==> src/rtl/pack_extractor.sv <==
`default_nettype none
// ============================================================================
// Module   : pack_extractor
// Brief    : Header decode and payload forwarding after a preamble flag.
// Revision : 1.0 - initial release
// ============================================================================
module pack_extractor #(
   parameter int         cHDR_LEN = 16,
   parameter int         cLEN_W   = 12,
   parameter logic [3:0] cCHK_KEY = 4'hA
) (
   input  logic              iclk,
   input  logic              irst,
   input  logic [4:0]        idat,
   input  logic              ival,
   input  logic              isop,
   output logic [4:0]        odat,
   output logic              oval,
   output logic              osop,
   output logic              oeop,
   output logic [cLEN_W-1:0] olen,
   output logic              ohdr_err,
   output logic              obusy,
   output logic [15:0]       ofrm_cnt,
   output logic [15:0]       oerr_cnt
);

   localparam int                c_CHK_W   = cHDR_LEN - cLEN_W;
   localparam int                c_BC_W    = $clog2(cHDR_LEN);
   localparam logic [c_BC_W-1:0] c_BC_LAST = c_BC_W'(cHDR_LEN - 1);

   typedef enum logic [1:0] {
      IDLE    = 2'd0,
      HEADER  = 2'd1,
      PAYLOAD = 2'd2
   } state_t;

   state_t              r_state;
   // One bit short of the header: the 16th bit arrives on the deciding cycle.
   logic [cHDR_LEN-2:0] r_hdr;
   logic [c_BC_W-1:0]   r_bitcnt;
   logic [cLEN_W-1:0]   r_rem;
   logic                r_first;

   logic [cHDR_LEN-1:0] w_hdr_next;
   logic [cLEN_W-1:0]   w_len;
   logic [c_CHK_W-1:0]  w_chk;
   logic [c_CHK_W-1:0]  w_chk_calc;
   logic                w_hdr_ok;

   always_comb begin
      w_hdr_next = {r_hdr, ~idat[4]};
      w_len      = w_hdr_next[cHDR_LEN-1 -: cLEN_W];
      w_chk      = w_hdr_next[c_CHK_W-1:0];
      w_chk_calc = c_CHK_W'(cCHK_KEY);
      for (int i = 0; i < cLEN_W / c_CHK_W; i++) begin
         w_chk_calc = w_chk_calc ^ w_len[i*c_CHK_W +: c_CHK_W];
      end
      w_hdr_ok   = (w_chk == w_chk_calc) && (w_len != '0);
   end

   assign obusy = (r_state != IDLE);

   always_ff @(posedge iclk or negedge irst) begin
      if (!irst) begin
         r_state  <= IDLE;
         r_hdr    <= '0;
         r_bitcnt <= '0;
         r_rem    <= '0;
         r_first  <= 1'b0;
         odat     <= '0;
         oval     <= 1'b0;
         osop     <= 1'b0;
         oeop     <= 1'b0;
         olen     <= '0;
         ohdr_err <= 1'b0;
         ofrm_cnt <= '0;
         oerr_cnt <= '0;
      end else begin
         oval     <= 1'b0;
         osop     <= 1'b0;
         oeop     <= 1'b0;
         ohdr_err <= 1'b0;
         case (r_state)
            IDLE: begin
               if (ival && isop) begin
                  r_state  <= HEADER;
                  r_bitcnt <= '0;
               end
            end
            HEADER: begin
               if (ival) begin
                  r_hdr    <= w_hdr_next[cHDR_LEN-2:0];
                  r_bitcnt <= r_bitcnt + 1'b1;
                  if (r_bitcnt == c_BC_LAST) begin
                     if (w_hdr_ok) begin
                        r_state <= PAYLOAD;
                        r_rem   <= w_len;
                        r_first <= 1'b1;
                     end else begin
                        r_state  <= IDLE;
                        ohdr_err <= 1'b1;
                        oerr_cnt <= oerr_cnt + 16'd1;
                     end
                  end
               end
            end
            PAYLOAD: begin
               if (ival) begin
                  oval    <= 1'b1;
                  odat    <= idat;
                  osop    <= r_first;
                  r_first <= 1'b0;
                  if (r_first) begin
                     olen <= r_rem;
                  end
                  r_rem <= r_rem - 1'b1;
                  if (r_rem == cLEN_W'(1)) begin
                     oeop     <= 1'b1;
                     ofrm_cnt <= ofrm_cnt + 16'd1;
                     r_state  <= IDLE;
                  end
               end
            end
            default: r_state <= IDLE;
         endcase
      end
   end

endmodule
`default_nettype wire

==> config.mk <==
export PLATFORM = sky130hd
export DESIGN_NAME = pack_extractor
export DESIGN_NICKNAME = d
export VERILOG_FILES = /design/src/rtl/pack_extractor.sv
export SDC_FILE = /design/constraint.sdc
export NUM_CORES = 1
export LEC_CHECK = 0
export BUFFER_PORTS_ARGS = -buffer_cell sky130_fd_sc_hd__buf_2
export CORE_MARGIN = 2
export CORE_UTILIZATION = 61
export DETAILED_ROUTE_END_ITERATION = 8
export MAX_ROUTING_LAYER = met4
export PLACE_DENSITY = 0.85
export SYNTH_ARGS = -nofsm -noshare
export SYNTH_HDL_FRONTEND = slang
export SYNTH_SLANG_ARGS = --single-unit
==> constraint.sdc <==
create_clock -name iclk -period 4.5 [get_ports iclk]
set_input_delay 0.225 -clock iclk [delete_from_list [all_inputs] [get_ports iclk]]
set_output_delay 0.225 -clock iclk [all_outputs]
set_load 0.02 [all_outputs]
; Word-level counts from Yosys, hierarchy flattened
; Index checks and enable logic that the tools add are counted.
[totals]
mem_count = 0
in_bits = 9
output_inout_bits = 54
ff_bits = 87
romBits = 0
ram_bits = 0
wordCells = 79
latchBits = 0
[op_classes]
bitwise_logic = 5
multipliers = 0
mux = 31
add_sub_neg = 4
n_reduce_logical = 15
n_lt_le_gt_ge = 0
eq_ne = 11
div = 0
shift = 0
[ops]
columns = op, n
row1 = two-way mux 12 bit, 4
row2 = adder 16 x 1 -> 16 bit (second input constant), 2
row3 = one-hot mux 12 bit (2 select lines), 1
row4 = two-way mux 1 bit, 15
row5 = == test 12 x 1 -> 1 bit (second input constant), 1
row6 = two-way mux 2 bit, 6
row7 = != test 2 bit (second input constant), 6
row8 = nonzero test 12 bit, 1
row9 = subtractor 12 x 1 -> 12 bit (second input constant), 1
row10 = AND reduction 5 bit, 2
row11 = AND reduction 3 bit, 3
row12 = two-way mux 4 bit, 2
row13 = one-hot mux 4 bit (2 select lines), 1
row14 = bitwise XOR 4 bit, 2
row15 = one-hot mux 2 bit (3 select lines), 1
row16 = nonzero test 2 bit, 3
row17 = adder 4 x 1 -> 4 bit (second input constant), 1
row18 = == test 4 bit, 1
row19 = == test 4 bit (second input constant), 1
row20 = AND reduction 2 bit, 2
row21 = AND reduction 4 bit, 1
row22 = == test 2 x 1 -> 1 bit (second input constant), 1
row23 = == test 2 bit (second input constant), 1
row24 = logical AND 1 bit, 2
row25 = 4 further kinds, 5

; Depth between registers and ports, before layout
[depth]
ltp_word = 9
depth_mapped = 8
depth_no_buf = 8

; Least setup slack after synthesis
; OpenSTA, ideal clock, no wires.
[synth_path]
kind = register to register
from = register r_rem[0]
to = register r_rem[10]
path_buffers = 0
synth_period_minus_slack_ns = 2.103
setup_slack_ns = 2.397
path_stages_with_launch = 9
required_time_ns = 4.374
setup_ns = 0.126
arrival_time_ns = 1.977
path_cell_list = dfrtp_1 -> inv_1 -> ha_1 -> or3b_2 -> or3_1 -> nor3_1 -> nand4_1 -> o21ai_0 -> a21oi_1
[synth_between]
elab_chain_len = 3
[synth_rtl]
columns = item, line_no
row1 = start: declaration, 42  ; logic [cLEN_W-1:0] r_rem;
row2 = start signal: assignment, 98  ; r_rem <= w_len;
row3 = start signal: assignment, 117  ; r_rem <= r_rem - 1'b1;
row4 = subtractor 12 x 1 -> 12 bit, 117
row5 = two-way mux 12 bit, 109  ; if (ival) begin
row6 = one-hot mux 12 bit (2 select lines), 84  ; case (r_state)
; Every way passes these cells. The select of a mux whose other input is x is not followed.
; A chain may end at the register's enable or synchronous reset.

; Worst setup path in the final report
[layout_path]
from = register r_rem[1]
to = register r_rem[10]
; The elaborated chain is that of the path after synthesis.

==> results.toml <==
[status]
outcome = "completed"

[sta]
finalSetupViolations = 0
whs_ps = 29.7
max_freq_ghz = 0.411
final_hold_viol_count = 0
fin_crit_ps = 2430
timing.final.crit_share = 0.541
finClkSkew_ps = 7.55
relSlewSlack = 0.299
rsz0062_at_grt = "no"
drv_slew = 0
tightest_slew_ps = 1050
fin_tns_setup_ps = 0

[pwr]
p_total_mw = 2.39
power_leakage_nw = 2.37
power_density_mw_per_mm2 = 517
vdd_drop_max_v = 0.000364

[setup_path]
required_ps = 4730
cp.arrival_ps = 2670
start_kind = "flip-flop"
end_kind = "flip-flop"
path_class = "reg -> reg"
critPathMaxFanout = 5
crit_start = "r_rem[1]"
r2r-start = "r_rem[1]"

[synth]
synth_area_sq_mm = 0.00402
synth_xor_area_frac = 0.0916
netlist_top_cells_area = "dfrtp_1 (54%), nand2_1 (7.8%), xnor2_1 (6.3%)"
netlist.area_leader.share = 0.542
yosysTopAreaCell = "dfrtp_1"
syn_area_per_cell_sq_um = 10.3
synth_top_family_by_area = "simple AND/OR/NAND/NOR gates"
ys_seq_area_frac = 0.542
ys_dominant_reg_cell = "dfrtp_1"
async_flop_share = 1.00
synth-compound-area-share = 0.0769
ys_warn_count = 0
ys_ff_latch = 87
synthSimpleGateAreaFrac = 0.211
synth_cell_types = 48
yosysMostFrequentCell = "dfrtp_1"
synthTopCellsByCount = "dfrtp_1 (87), nand2_1 (83), xnor2_1 (29)"
synth-adder-area-share = 0.0156
synth_mux_area_frac = 0.0420
synth_cells = 389
syn_nets = 403
synth-edff-count = 0

[global_routing]
grt_pass1_vias = 2879
grt_use_total = 0.246
grt_start_max_net_pins = 88
antenna_found_initial = 0
grt_pass1_wl_microns = 13700
grt_overflow = 0

[clock_network]
cts-resized-gates = 0
tritoncts = "yes"
cts_hold_buf = 0
ctsLongestPathBuffers = 2
post_cts_buffers = 0
cts_root_buf = "clkbuf_8"
htree_levels = 3
cts_buffers = 9
clock_latency_ps = 370
path_clk_slew_ps = 90
clkSinkCount = 87

[min_path]
hp-class = "in -> async"

[detailed_routing]
drc_errors = 0
wl_per_cell_microns = 15.4
drt_iter0_drc = 289
dr.pass1.iters = 4
drt_wl_total_microns = 8200
ant_nets = 0
vias_per_cell = 5.70
vias = 3038

[die]
die_area_sq_mm = 0.00725
num_io_pins = 63
die-width_microns = 85.2
coreArea_sq_mm = 0.00635
std_cell_rows = 29
start_util = 0.633
die_h_microns = 85.2

[placement]
dp.cells = 517
dpl.hpwl_microns = 5560
gp_congestion = 0.836
port_buffers = 62

[cells_and_area]
drive_gt1_frac = 0.250
fillers = 455
nNetsFinal = 465
diodes = 0
multiInputGateArea_sq_mm = 0.00176
seqCellArea_sq_mm = 0.00218
stdcell_count = 533
syn_to_final_growth_pct = 14.8

[run]
maxCapViolations = 0
cell type report:
type,count,area share
Clock buffer,10,0.0298
Clock inverter,6,0.0198
Inverter,9,0.00732
Multi-Input combinational cell,281,0.381
Sequential cell,87,0.472
Tap cell,77,0.0209
Timing Repair Buffer,63,0.0694
through the flow:
step / util / area, sq um / worst slack [ps]
floorplan: - / 4020 / 2400
global placement: 0.690 / 4380 / 2150
detailed placement: 0.690 / 4380 / 2120
CTS: 0.727 / 4610 / 2080
global route: 0.727 / 4610 / 1820
finish: 0.727 / 4610 / 2070
cell usage in the layout, fill, tap and decap left out, types with 2 or more instances in the layout:
cell type  instances
nand2_1           83
and3_1             7
nand2b_1           4
xnor2_1           29
a22o_1             2
buf_2             61
and4_4             2
ha_1               5
bufinv_16          2
nor4_1             3
or3_1              3
inv_6              2
nand3_1           14
nor3_1             4
o21ai_0           17
a31o_2             3
xor2_1            13
nor4b_1            2
nand4_1            8
buf_4              2
mux2_2            15
inv_1              9
nor3_2             3
dfrtp_1           87
clkbuf_8          10
o22ai_1            5
a21o_1             2
nor2b_1            2
a21oi_1           20
nor2_1            15
critical path, cell delays in order, from the launching register on:
cell     delay, ps
dfrtp_1        400
inv_1          160
ha_1           220
or3b_2         490
or3_1          360
nor3_1         330
nand4_1        140
o21ai_0        110
a21oi_1        100
sequential cells by signal, summed over array words and instances (netlist names), 2 cells and up:
register / count
oerr_cnt: 16
ofrm_cnt: 16
r_hdr: 15
odat: 5
r_bitcnt: 4
r_rem: 12
olen: 12
r_state: 2
path summary, 6_finish.rpt:
| path | to | slack, ps | cells after the start |
|---|---|---|---|
| worst max-delay path | r_rem[10] | 2070 | 8 |
| worst min-delay path | olen[9] | 30 | 1 |
| worst max register to register | r_rem[10] | 2070 | 8 |
| worst min register to register | oerr_cnt[15] | 470 | 1 |
| max in group asynchronous | oerr_cnt[11] | 3790 | 1 |
| min in group iclk | odat[2] | 90 | 2 |
kinds of logic after synthesis:
family	Yosys count
and+or+nand+nor	166
xor gates and xnor gates	42
AOI/OAI and AO/OA	53
adders and majority gates	5
muxes	15
buffers and inverters	21
DFF	87
power breakdown:
group / internal (mW) / total (mW) / switching [mW]
clock: 0.332 / 0.618 / 0.286
sequential: 0.933 / 1.14 / 0.208
combinational: 0.267 / 0.626 / 0.359
layer usage:
| layer | part of all wire | wire length [microns] | track usage |
|---|---|---|---|
| met4 | 0.018 | 146 | 0.0851 |
| met2 | 0.48 | 3920 | 0.359 |
| met3 | 0.047 | 388 | 0.0574 |
| met5 | 0 | 0 | - |
| met1 | 0.46 | 3750 | 0.341 |
No activity file was read; power rests on OpenSTA's default activity.
